<file path="src/rtl/biu_arb_ctl_pkg.sv">
// Shared definitions for the BIU arbiter/sequencer: FSM states, burst length,
// transfer size codes and default tuning parameters.
package biu_arb_ctl_pkg;

  typedef enum logic [1:0] {
    IDLE = 2'b00,
    XFER = 2'b01,
    DONE = 2'b10
  } state_e;

  localparam int BURST_BEATS = 4;

  localparam logic [1:0] SIZE_BYTE = 2'b00;
  localparam logic [1:0] SIZE_HALF = 2'b01;
  localparam logic [1:0] SIZE_WORD = 2'b10;

  localparam int DEF_STARVE_MAX = 4;
  localparam int DEF_TIMEOUT    = 255;

endpackage

</file>
<file path="src/rtl/biu_ack_wdog.sv">
// Ack watchdog: counts enabled cycles, clears on request, and flags when the
// count reaches LIMIT. LIMIT of 0 disables the expire flag entirely.
module biu_ack_wdog #(
  parameter int WIDTH = 8,
  parameter int LIMIT = 255
) (
  input  logic clk,
  input  logic rst_n,
  input  logic clr,
  input  logic en,
  output logic expired
);

  localparam logic [WIDTH-1:0] LIMIT_W = WIDTH'(LIMIT);

  logic [WIDTH-1:0] cnt_q, cnt_d;

  // Saturate so a disabled watchdog never wraps back into a false match.
  always_comb begin
    cnt_d = cnt_q;
    if (clr) begin
      cnt_d = '0;
    end else if (en && (cnt_q != '1)) begin
      cnt_d = cnt_q + WIDTH'(1);
    end
  end

  always_ff @(posedge clk or negedge rst_n) begin
    if (!rst_n) begin
      cnt_q <= '0;
    end else begin
      cnt_q <= cnt_d;
    end
  end

  assign expired = (LIMIT != 0) && (cnt_q == LIMIT_W);

endmodule

</file>
<file path="src/rtl/biu_arb_ctl.sv">
// BIU control: arbitrates ICU/DCU requests (DCU priority with ICU anti-starvation),
// sequences single/burst pj bus transactions, routes acks and aborts on ack timeout.
module biu_arb_ctl
  import biu_arb_ctl_pkg::*;
#(
  parameter int STARVE_MAX = DEF_STARVE_MAX,
  parameter int TIMEOUT    = DEF_TIMEOUT
) (
  input  logic       clk,
  input  logic       reset_l,
  input  logic       icu_req,
  input  logic       icu_burst,
  input  logic       dcu_req,
  input  logic       dcu_wr,
  input  logic       dcu_burst,
  input  logic [1:0] dcu_size,
  output logic       pj_tv,
  output logic       pj_rw,
  output logic       pj_burst,
  output logic [1:0] pj_size,
  input  logic       pj_ack,
  output logic       arb_select,
  output logic       biu_icu_ack,
  output logic       biu_dcu_ack,
  output logic       biu_err
);

  localparam logic [3:0] STARVE_LIM = 4'(STARVE_MAX);
  localparam logic [1:0] LAST_BEAT  = 2'(BURST_BEATS - 1);

  state_e     state_q, state_d;
  logic       arb_select_q, arb_select_d;
  logic       pj_rw_q, pj_rw_d;
  logic       pj_burst_q, pj_burst_d;
  logic [1:0] pj_size_q, pj_size_d;
  logic       biu_err_q, biu_err_d;
  logic [3:0] starve_cnt_q, starve_cnt_d;
  logic [1:0] beat_cnt_q, beat_cnt_d;

  logic in_xfer;
  logic beat_ack;
  logic wdog_expired;

  assign in_xfer  = (state_q == XFER);
  assign beat_ack = in_xfer && pj_ack;

  biu_ack_wdog #(
    .WIDTH (8),
    .LIMIT (TIMEOUT)
  ) u_wdog (
    .clk     (clk),
    .rst_n   (reset_l),
    .clr     (!in_xfer || pj_ack),
    .en      (in_xfer && !pj_ack),
    .expired (wdog_expired)
  );

  always_comb begin
    state_d      = state_q;
    arb_select_d = arb_select_q;
    pj_rw_d      = pj_rw_q;
    pj_burst_d   = pj_burst_q;
    pj_size_d    = pj_size_q;
    biu_err_d    = 1'b0;
    starve_cnt_d = starve_cnt_q;
    beat_cnt_d   = beat_cnt_q;

    case (state_q)
      IDLE: begin
        if (icu_req || dcu_req) begin
          state_d = XFER;
          if (icu_req && (!dcu_req || (starve_cnt_q == STARVE_LIM))) begin
            arb_select_d = 1'b1;
            pj_rw_d      = 1'b0;
            pj_burst_d   = icu_burst;
            pj_size_d    = SIZE_WORD;
            starve_cnt_d = '0;
          end else begin
            arb_select_d = 1'b0;
            pj_rw_d      = dcu_wr;
            pj_burst_d   = dcu_burst;
            pj_size_d    = dcu_burst ? SIZE_WORD : dcu_size;
            if (icu_req && (starve_cnt_q < STARVE_LIM)) begin
              starve_cnt_d = starve_cnt_q + 4'd1;
            end
          end
        end
      end

      // An ack in the expiry cycle still counts as a beat and suppresses the abort.
      XFER: begin
        if (pj_ack) begin
          if (!pj_burst_q || (beat_cnt_q == LAST_BEAT)) begin
            state_d    = DONE;
            beat_cnt_d = '0;
          end else begin
            beat_cnt_d = beat_cnt_q + 2'd1;
          end
        end else if (wdog_expired) begin
          state_d    = DONE;
          biu_err_d  = 1'b1;
          beat_cnt_d = '0;
        end
      end

      DONE: begin
        state_d = IDLE;
      end

      default: begin
        state_d = IDLE;
      end
    endcase
  end

  always_ff @(posedge clk or negedge reset_l) begin
    if (!reset_l) begin
      state_q      <= IDLE;
      arb_select_q <= 1'b0;
      pj_rw_q      <= 1'b0;
      pj_burst_q   <= 1'b0;
      pj_size_q    <= SIZE_WORD;
      biu_err_q    <= 1'b0;
      starve_cnt_q <= '0;
      beat_cnt_q   <= '0;
    end else begin
      state_q      <= state_d;
      arb_select_q <= arb_select_d;
      pj_rw_q      <= pj_rw_d;
      pj_burst_q   <= pj_burst_d;
      pj_size_q    <= pj_size_d;
      biu_err_q    <= biu_err_d;
      starve_cnt_q <= starve_cnt_d;
      beat_cnt_q   <= beat_cnt_d;
    end
  end

  assign pj_tv       = in_xfer;
  assign pj_rw       = pj_rw_q;
  assign pj_burst    = pj_burst_q;
  assign pj_size     = pj_size_q;
  assign arb_select  = arb_select_q;
  assign biu_err     = biu_err_q;
  assign biu_icu_ack = beat_ack && arb_select_q;
  assign biu_dcu_ack = beat_ack && !arb_select_q;

endmodule
</file>
<file path="config.mk">
export PLATFORM = sky130hd
export DESIGN_NAME = biu_arb_ctl
export DESIGN_NICKNAME = d
export VERILOG_FILES = /design/src/rtl/biu_arb_ctl_pkg.sv /design/src/rtl/biu_ack_wdog.sv /design/src/rtl/biu_arb_ctl.sv
export SDC_FILE = /design/constraint.sdc
export NUM_CORES = 1
export LEC_CHECK = 0
export ABC_AREA = 1
export CORE_ASPECT_RATIO = 1.1
export CORE_MARGIN = 4
export CORE_UTILIZATION = 40
export CTS_CLUSTER_SIZE = 8
export DETAILED_ROUTE_END_ITERATION = 8
export PLACE_DENSITY_LB_ADDON = 0.15
export REMOVE_ABC_BUFFERS = 1
export SYNTH_ARGS = -nofsm -noshare
export SYNTH_HDL_FRONTEND = slang
export SYNTH_SLANG_ARGS = --single-unit
</file>
<file path="constraint.sdc">
create_clock -name clk -period 1.9 [get_ports clk]
set_input_delay 0.19 -clock clk [delete_from_list [all_inputs] [get_ports clk]]
set_output_delay 0.19 -clock clk [all_outputs]
set_load 0.02 [all_outputs]
</file>
Word-level counts from Yosys, hierarchy flattened --
Index checks and enable logic that the tools add are counted.
Word-level totals: flip-flop bits (word level) 22, logic and storage cells 65, output and inout port bits 9, bits of input ports 10
Operators by class: order comparisons 1, equality and inequality tests 8, reductions and logical operators 24, mux-type cells 20, add/sub/neg operators 3
Operators by type and width (number):
- two-way mux 2 bit | 9
- two-way mux 8 bit | 2
- adder 8 x 1 -> 8 bit, second input constant | 1
- == test 8 bit, second input constant | 1
- two-way mux 4 bit | 2
- != test 8 bit, second input constant | 1
- logical AND 1 bit | 7
- two-way mux 1 bit | 6
- != test 3 x 2 -> 1 bit, second input constant | 2
- AND reduction 3 bit | 2
- nonzero test 2 bit | 3
- zero test 1 bit | 5
- adder 4 x 1 -> 4 bit, second input constant | 1
- == test 4 x 3 -> 1 bit, second input constant | 1
- logical OR 1 bit | 4
- < comparator 4 x 3 -> 1 bit, second input constant | 1
- case mux 2 bit (2 select lines) | 1
- AND reduction 2 bit | 2
- adder 2 x 1 -> 2 bit, second input constant | 1
- == test 2 x 1 -> 1 bit, second input constant | 1
- == test 2 bit, second input constant | 1
- zero test 2 bit | 1
- != test 2 bit, second input constant | 1

Longest topological paths before layout --
Gate-level depths: netlist (run 1).
depth after elaboration 5, mapped depth 8, mapped depth without buffers 8

Modules after synthesis --
From an unflattened synthesis (run 1), not the netlist that was laid out.
Second synthesis, totals: cells, all modules 158, area total of the unflattened synthesis 1238.7 um^2
Modules (own cells, without submodules):
- biu_arb_ctl | times used 1, cells an instance 90, area an instance 724.4 um^2, seq. area each 351.6 um^2
- biu_ack_wdog | times used 1, cells an instance 68, area an instance 514.2 um^2, seq. area each 200.2 um^2

Worst setup path before layout (run 1) --
Ideal clock, no wire load.
path type register -> register, start point register u_wdog.cnt_q[0], end point register state_q[0], setup slack 0.663 ns, period minus slack after synthesis 1.237 ns, buffers on the path 0, stages on the path, launching flop included 9, setup time 0.119 ns, arrival time 1.118 ns, required time 1.781 ns, cell sequence dfrtp_1 ha_1 nand2_1 nor2_2 nand2_2 nand2_1 nand2_1 nand2_1 nand2_1
On the way: cells in the longest elaborated chain, start to end 3
RTL lines:
- start, declared | RTL line biu_ack_wdog.sv:16 | logic [WIDTH-1:0] cnt_q, cnt_d;
- start signal, assigned | RTL line biu_ack_wdog.sv:32 | cnt_q <= cnt_d;
- == test 8 bit | RTL line biu_ack_wdog.sv:36 | assign expired = (LIMIT != 0) && (cnt_q == LIMIT_W);
- != test 3 x 2 -> 1 bit (no line)
- AND reduction 3 bit (no line)
- end signal, assigned | RTL line biu_arb_ctl.sv:127 | state_q <= state_d;
- end, declared | RTL line biu_arb_ctl.sv:31 | state_e state_q, state_d;
Every way passes these cells. A chain may end at the register's enable or synchronous reset.

Final worst setup path (run 1) --
start point register state_q[1], end point output pj_tv
On the way: cells in the longest elaborated chain, start to end 1
RTL lines:
- == test 2 x 1 -> 1 bit | RTL line biu_arb_ctl.sv:44 | assign in_xfer = (state_q == XFER);
- end, declared | RTL line biu_arb_ctl.sv:17 | output logic pj_tv,
Every way passes these cells.

==> impl_results.md, run 1 <==
* Row count at 20
* I/O pin cnt at 19
* DR iter-0 viols at 62
* Fraction of registers with async set or reset after synthesis at between 90% and 100%
* Hpwl dp at ~1800 um
* Distinct cells, synth at 21
* Die height at 64.6 um
* Crit path DAT at 1.61 ns
* Final wirelength at 2290 um
* Critical path class: flip-flop to primary output
* Later-pin clock latency in the skew report at approximately 0.32 ns
* Post-route cell area at 0.00145 mm^2
* Post-synth EDFFs at 0
* Minimum clock period after layout at 1.80 ns
* Area post-placement at 0.00140 mm^2
* Pre-antenna DRT Iters at 6
* Slew margin rel. at 81.0%
* Worst-path clk slew at roughly 0.14 ns
* Area of the mapped netlist at 0.00117 mm^2
* Final worst-path cycle share at between 90% and 100%
* Post-synth top cells: nand2_1 (39), dfrtp_1 (21), nand3_1 (21)
* RSZ-0062 raised after global routing: no
* Leading area contributor after synthesis: dfrtp_1
* Clk root buf: clkbuf_4
* Worst vdd ir at ~0.66 mV
* Slew @ Worst Pin at roughly 0.28 ns
* Synth top area cells: dfrtp_1 (45%), nand2_1 (13%), nand3_1 (9.0%), inv_1 (5.8%), ha_1 (4.3%)
* Worst EP required at 1.71 ns
* Grt ovf at 0
* Synthesized area per cell at between 7 and 8 um^2
* Final GP Congestion at 0.845
* Largest net degree at the start of global routing at 23
* P_leak at 0.737 nW
* Status: complete, no violations
* Fin Setup TNS at 0 ns
* Storage element area at roughly 550 um^2
* Final ANT Viol Nets at 0
* Wire per inst at 11.2 um
* Ys flop type: dfrtp_1
* Layout cells sized above 1 at about an eighth
* Core box area at 0.00278 mm^2
* Count leader, synth: nand2_1
* Final setup vio count at 0
* N_diodes at 0
* Initial Utilization at 42.0%
* Overall Global Routing Usage at a little over an eighth
* IO buf count at 18
* CTS tree: built
* Final max-slew violation count at 0
* Total power at about 1.7 mW
* Cts bufs inserted at 3
* CP endpoint kind: primary output
* Die area at 0.00384 mm^2
* Max frequency at 0.556 GHz
* DIE WIDTH at 59.5 um
* Initial antenna violation count at 0
* Synth top area share at 45.1%
* Via density at 4.98
* Clock buffer depth at 2
* Yosys reg bits at 22
* Post-synthesis sequential area ratio at a little under half
* Hold Vio Cnt, Final at 0
* CP Launch Type: flip-flop
* Vias at 1015
* First-pass GRT wire length at 4040 um
* H-tree levels at 1
* Pwr dens at 1170 mW/mm^2
* CTS sink count at 22
* Worst Skew at 0.0116 ns
* Nets at between 150 and 200
* DR DRC count at 0
* Setup bufs post-CTS at 0
* Synth warn at 0
* P&R area growth vs syn at 24.6%
* Mapped Cells at 147
* Vias in the first global route at 1003
* Multi-input logic area at 536 um^2
* Final hold slack at approximately 0.20 ns
* Layout fillers at between 200 and 300
* Critical-path maximum fanout at 3
* MaxCap Viol Count at 0
* Min-Delay Path Class: input pin to asynchronous set/reset pin
## what timing repair did
item	CTS	global route
setup endpoints to repair	2	0
hold buffers	0	0
resized for setup	2	0
## metal layers
metal,share of wire (%),up-vias,track usage (%)
li1,-,520,-
met1,45,470,15.3
met5,0,-,0
met2,49,21,24.2
met3,4.5,4,2.79
met4,1.7,0,5.95
## state kept, by name (all words and copies together) (netlist names)
signal        count
pj_burst          1
state_q           2
arb_select        1
u_wdog.cnt_q      8
pj_size           2
biu_err           1
pj_rw             1
starve_cnt_q      4
beat_cnt_q        2
## final cells by class
type,instances,area share (%)
multi-input combinational,104,36.9
inverter,21,5.43
timing repair buffer,20,13.3
clock buffer,3,1.55
sequential,22,38.0
tap,33,2.84
clock inverter,1,2.07
## critical path: stages, from the launching register on
cell,delay [ns]
dfrtp_1,0.40
inv_1,0.11
nand2_2,0.09
inv_1,0.09
clkdlybuf4s50_1,0.60
## cell usage in the layout, fill, tap and decap left out, drive strengths merged, types with 3 or more instances in the layout
cell type	Yosys	routed
clkbuf	0	3
clkdlybuf4s50	0	16
dfrtp	21	21
ha	4	4
inv	21	21
nand2	42	42
nand3	21	21
nand4	4	4
nor2	18	18
o21ai	6	6
## report_power, final
group	total (mW)	switching (mW)	internal [mW]	leakage, nW
sequential	0.685	0.0989	0.587	0.291
combinational	0.644	0.383	0.262	0.418
clock	0.365	0.151	0.213	0.0279
## metrics by stage
| stage | cells | setup slack, ns | util (%) |
|---|---|---|---|
| 6_report | 204 | 0.103 | 52.3 |
| 5_1_grt | 204 | 0.00217 | 52.3 |
| 4_1_cts | 204 | 0.0884 | 52.3 |
| 3_5_place_dp | 200 | 0.133 | 50.5 |
| 3_3_place_gp | 200 | 0.154 | 50.5 |
| 2_1_floorplan | 147 | 0.663 | - |
## path summary, 6_finish.rpt
kind | startpoint | endpoint | slack (ns) | depth (start not counted)
max | state_q[1] | pj_tv | 0.10 | 4
min | reset_l | pj_size[0] | 0.20 | 2
max reg2reg | u_wdog.cnt_q[0] | state_q[0] | 0.49 | 8
min reg2reg | pj_rw | pj_rw | 0.50 | 2
max in group asynchronous | reset_l | pj_size[1] | 1.43 | 2
min in group clk | dcu_wr | pj_rw | 0.42 | 3
## cells by family after synthesis
| group | Yosys count | share of synthesized area, % |
|---|---|---|
| xor gates and xnor gates | 2 | 1.50 |
| buffers and inverters | 21 | 6.76 |
| DFF | 22 | 47.3 |
| AOI/OAI and AO/OA | 11 | 5.47 |
| adders and majority gates | 4 | 4.29 |
| and+or+nand+nor | 87 | 34.7 |
(Power assumes the default switching activity.)
==> run 2: changes to the inputs <==
--- a/config.mk
+++ b/config.mk
@@ -13,6 +13,7 @@
 export DETAILED_ROUTE_END_ITERATION = 8
 export PLACE_DENSITY_LB_ADDON = 0.15
 export REMOVE_ABC_BUFFERS = 1
+export SLEW_MARGIN = 20
 export SYNTH_ARGS = -nofsm -noshare
 export SYNTH_HDL_FRONTEND = slang
 export SYNTH_SLANG_ARGS = --single-unit
==> results of run 2 <==
No change in the layout: final DEF, timing and power equal those of run 1.
==> run 3: changes to the inputs <==
==> constraint.sdc (replaced) <==
create_clock -name clk -period 1.95 [get_ports clk]
set_input_delay 0.195 -clock clk [delete_from_list [all_inputs] [get_ports clk]]
set_output_delay 0.195 -clock clk [all_outputs]
set_load 0.02 [all_outputs]
==> run 3 against run 2 <==
Effect of this change:
- die area unchanged
- worst setup slack improved by 0.058 ns
- global-route usage up 1.2 points
- critical path type unchanged
- first-iteration DRC count shrank 31%
- via count is 1.1% higher
- sequential share of layout area increased by 0.23 points
- register-to-register slack is essentially flat
- cell count stayed put
==> impl_results.md, run 3 (synthesis results as in run 1) <==
* Status: complete, no violations (unchanged)
* Core box area at 0.00278 mm^2 (unchanged)
* Pre-antenna DRT Iters at 6 (unchanged)
* Wire per inst at 12.0 um (was 11.2 um)
* Vias at 1026 (was 1015)
* P&R area growth vs syn at 23.8% (was 24.6%)
* Post-Route Utilization at 52.0% (was 52.3%)
* Layout fillers at 260 (was 269)
* Post-route cell area at 0.00144 mm^2 (was 0.00145 mm^2)
* Min-Delay Path Class: input pin to asynchronous set/reset pin (unchanged)
* Worst EP required at 1.75 ns (was 1.71 ns)
* H-tree levels at 1 (unchanged)
* N_diodes at 0 (unchanged)
* Vias in the first global route at 1058 (was 1003)
* DR DRC count at 0 (unchanged)
* I/O pin cnt at 19 (unchanged)
* CTS sink count at 22 (unchanged)
* CTS tree: built (unchanged)
* CP endpoint kind: primary output (unchanged)
* Pre-CTS setup slack at 0.157 ns (was 0.133 ns)
* Overall Global Routing Usage at 14.9% (was 13.7%)
* Post-CTS Hold Buffers at 0 (unchanged)
* Nets at 186 (unchanged)
* Critical path class: flip-flop to primary output (unchanged)
* Worst vdd ir at 0.531 mV (was 0.658 mV)
* Initial Utilization at 42.0% (unchanged)
* Row count at 20 (unchanged)
* Most frequent cells in the layout: nand2_1 (39), nand3_1 (21), dfrtp_1 (21), inv_1 (18), clkdlybuf4s50_1 (16) (unchanged)
* Crit path capture: pj_tv (unchanged)
* Final ANT Viol Nets at 0 (unchanged)
* MaxCap Viol Count at 0 (unchanged)
* Setup WS post-layout at 0.161 ns (was 0.103 ns)
* Worst-path clk slew at 0.12 ns (was 0.14 ns)
* P_leak at 0.756 nW (was 0.737 nW)
* Initial antenna violation count at 0 (unchanged)
* Max frequency at 0.559 GHz
* Grt ovf at 0 (unchanged)
* IO buf count at 18 (unchanged)
* Biggest register: u_wdog.cnt_q (unchanged)
* Die area at 0.00384 mm^2 (unchanged)
* Worst reg2reg setup slack at 0.49 ns (about the same)
* Commonest non-fill, non-tap cell in the layout: nand2_1 (unchanged)
* Layout cells sized above 1 at 11.7% (unchanged)
* Cts bufs inserted at 3 (unchanged)
* Largest registers: u_wdog.cnt_q (8), starve_cnt_q (4) (unchanged)
* Cells on worst reg2reg path at 8 (unchanged)
* Storage element area at 552 um^2 (unchanged)
* Die height at 64.6 um (unchanged)
* Max FFs per register at 8 (unchanged)
* Largest net degree at the start of global routing at 13 (was 23)
* Critical-path maximum fanout at 3 (unchanged)
* Later-pin clock latency in the skew report at 0.31 ns (was 0.32 ns)
* Minimum clock period after layout at 1.79 ns
* Multi-input logic area at 536 um^2 (unchanged)
* Final wirelength at 2440 um (was 2290 um)
* DIE WIDTH at 59.5 um (unchanged)
* DR iter-0 viols at 43 (was 62)
* Clock buffer depth at 2 (unchanged)
* Reg2reg end: state_q[0] (unchanged)
* CP Launch Type: flip-flop (unchanged)
* Worst setup startpoint: state_q[1] (unchanged)
* FF-to-FF Start: u_wdog.cnt_q[0] (unchanged)
* Worst Skew at 0.00532 ns (was 0.0116 ns)
* Hpwl dp at 1910 um (was 1770 um)
* Fin Setup TNS at 0 ns (unchanged)
* Final max-slew violation count at 0 (unchanged)
* Placed cell count at 200 (unchanged)
* Setup bufs post-CTS at 0 (unchanged)
* Post-CTS sizing at 0 (was 2)
* Hold Vio Cnt, Final at 0 (unchanged)
* Final GP Congestion at 0.875 (was 0.845)
* Area post-placement at 0.00140 mm^2 (unchanged)
* Final worst-path cycle share at 91.7%
* Via density at 5.03 (was 4.98)
* Slew margin rel. at 64.7% (was 81.0%)
* RSZ-0062 raised after global routing: no (unchanged)
* Final setup vio count at 0 (unchanged)
* Clk root buf: clkbuf_4 (unchanged)
* Slew @ Worst Pin at 0.528 ns (was 0.285 ns)
* First-pass GRT wire length at 4400 um (was 4040 um)
* Crit path DAT at 1.59 ns (was 1.61 ns)
* Pwr dens at 1080 mW/mm^2 (was 1170 mW/mm^2)
* Non-Filler Instances at 204 (unchanged)
run 3: cell count changes in the layout (fill, tap and decap cells not counted), sizes merged:
cell / delta
bufinv: -1
clkbuf: +1
dlygate4sd2: -2
dlymetal6s2s: +2
run 3: critical path, cell delays in order (launching register included):
cell and delay (ns):
dfrtp_1 0.40, inv_1 0.11, nand2_2 0.10, inv_1 0.09, clkdlybuf4s50_1 0.60
run 3: through the flow:
stage | hold slack (ns) | power, mW
3_3_place_gp | 0.467 | 1.30
2_1_floorplan | -0.101 | 1.07
6_report | 0.217 | 1.56
3_5_place_dp | 0.473 | 1.32
4_1_cts | 0.242 | 1.58
5_1_grt | 0.262 | 1.69
run 3: worst min path at each step:
| stage | startpoint | to | slack, ns | depth (start not counted) |
|---|---|---|---|---|
| after floorplan | reset_l | arb_select | -0.10 | 0 |
| after global placement | beat_cnt_q[0] | beat_cnt_q[0] | 0.47 | 1 |
| after detailed placement | pj_size[0] | pj_size[0] | 0.47 | 2 |
| after CTS | reset_l | u_wdog.cnt_q[2] | 0.24 | 1 |
| after global routing | reset_l | u_wdog.cnt_q[0] | 0.26 | 1 |
| final | reset_l | u_wdog.cnt_q[2] | 0.22 | 1 |
run 3: final cells by class:
| cell class | instances | share of cell area [%] |
|---|---|---|
| Sequential cell | 22 | 38.2 |
| Multi-Input combinational cell | 104 | 37.1 |
| Inverter | 21 | 5.46 |
| Tap cell | 33 | 2.86 |
| Clock buffer | 4 | 2.51 |
| Timing Repair Buffer | 20 | 13.9 |
run 3: routing by layer:
layer | vias up | global-route usage (%) | part of all wire [%]
met3 | 4 | 3.19 | 5.3
met1 | 475 | 17.5 | 46
li1 | 517 | - | -
met5 | - | 0 | 0
met2 | 30 | 25.0 | 48
met4 | 0 | 7.08 | 1.4
run 3: power by group:
group          total, mW  switching, mW  internal [mW]
clock              0.253          0.139          0.114
combinational      0.637          0.377          0.260
sequential         0.668         0.0961          0.572
total               1.56          0.612          0.946
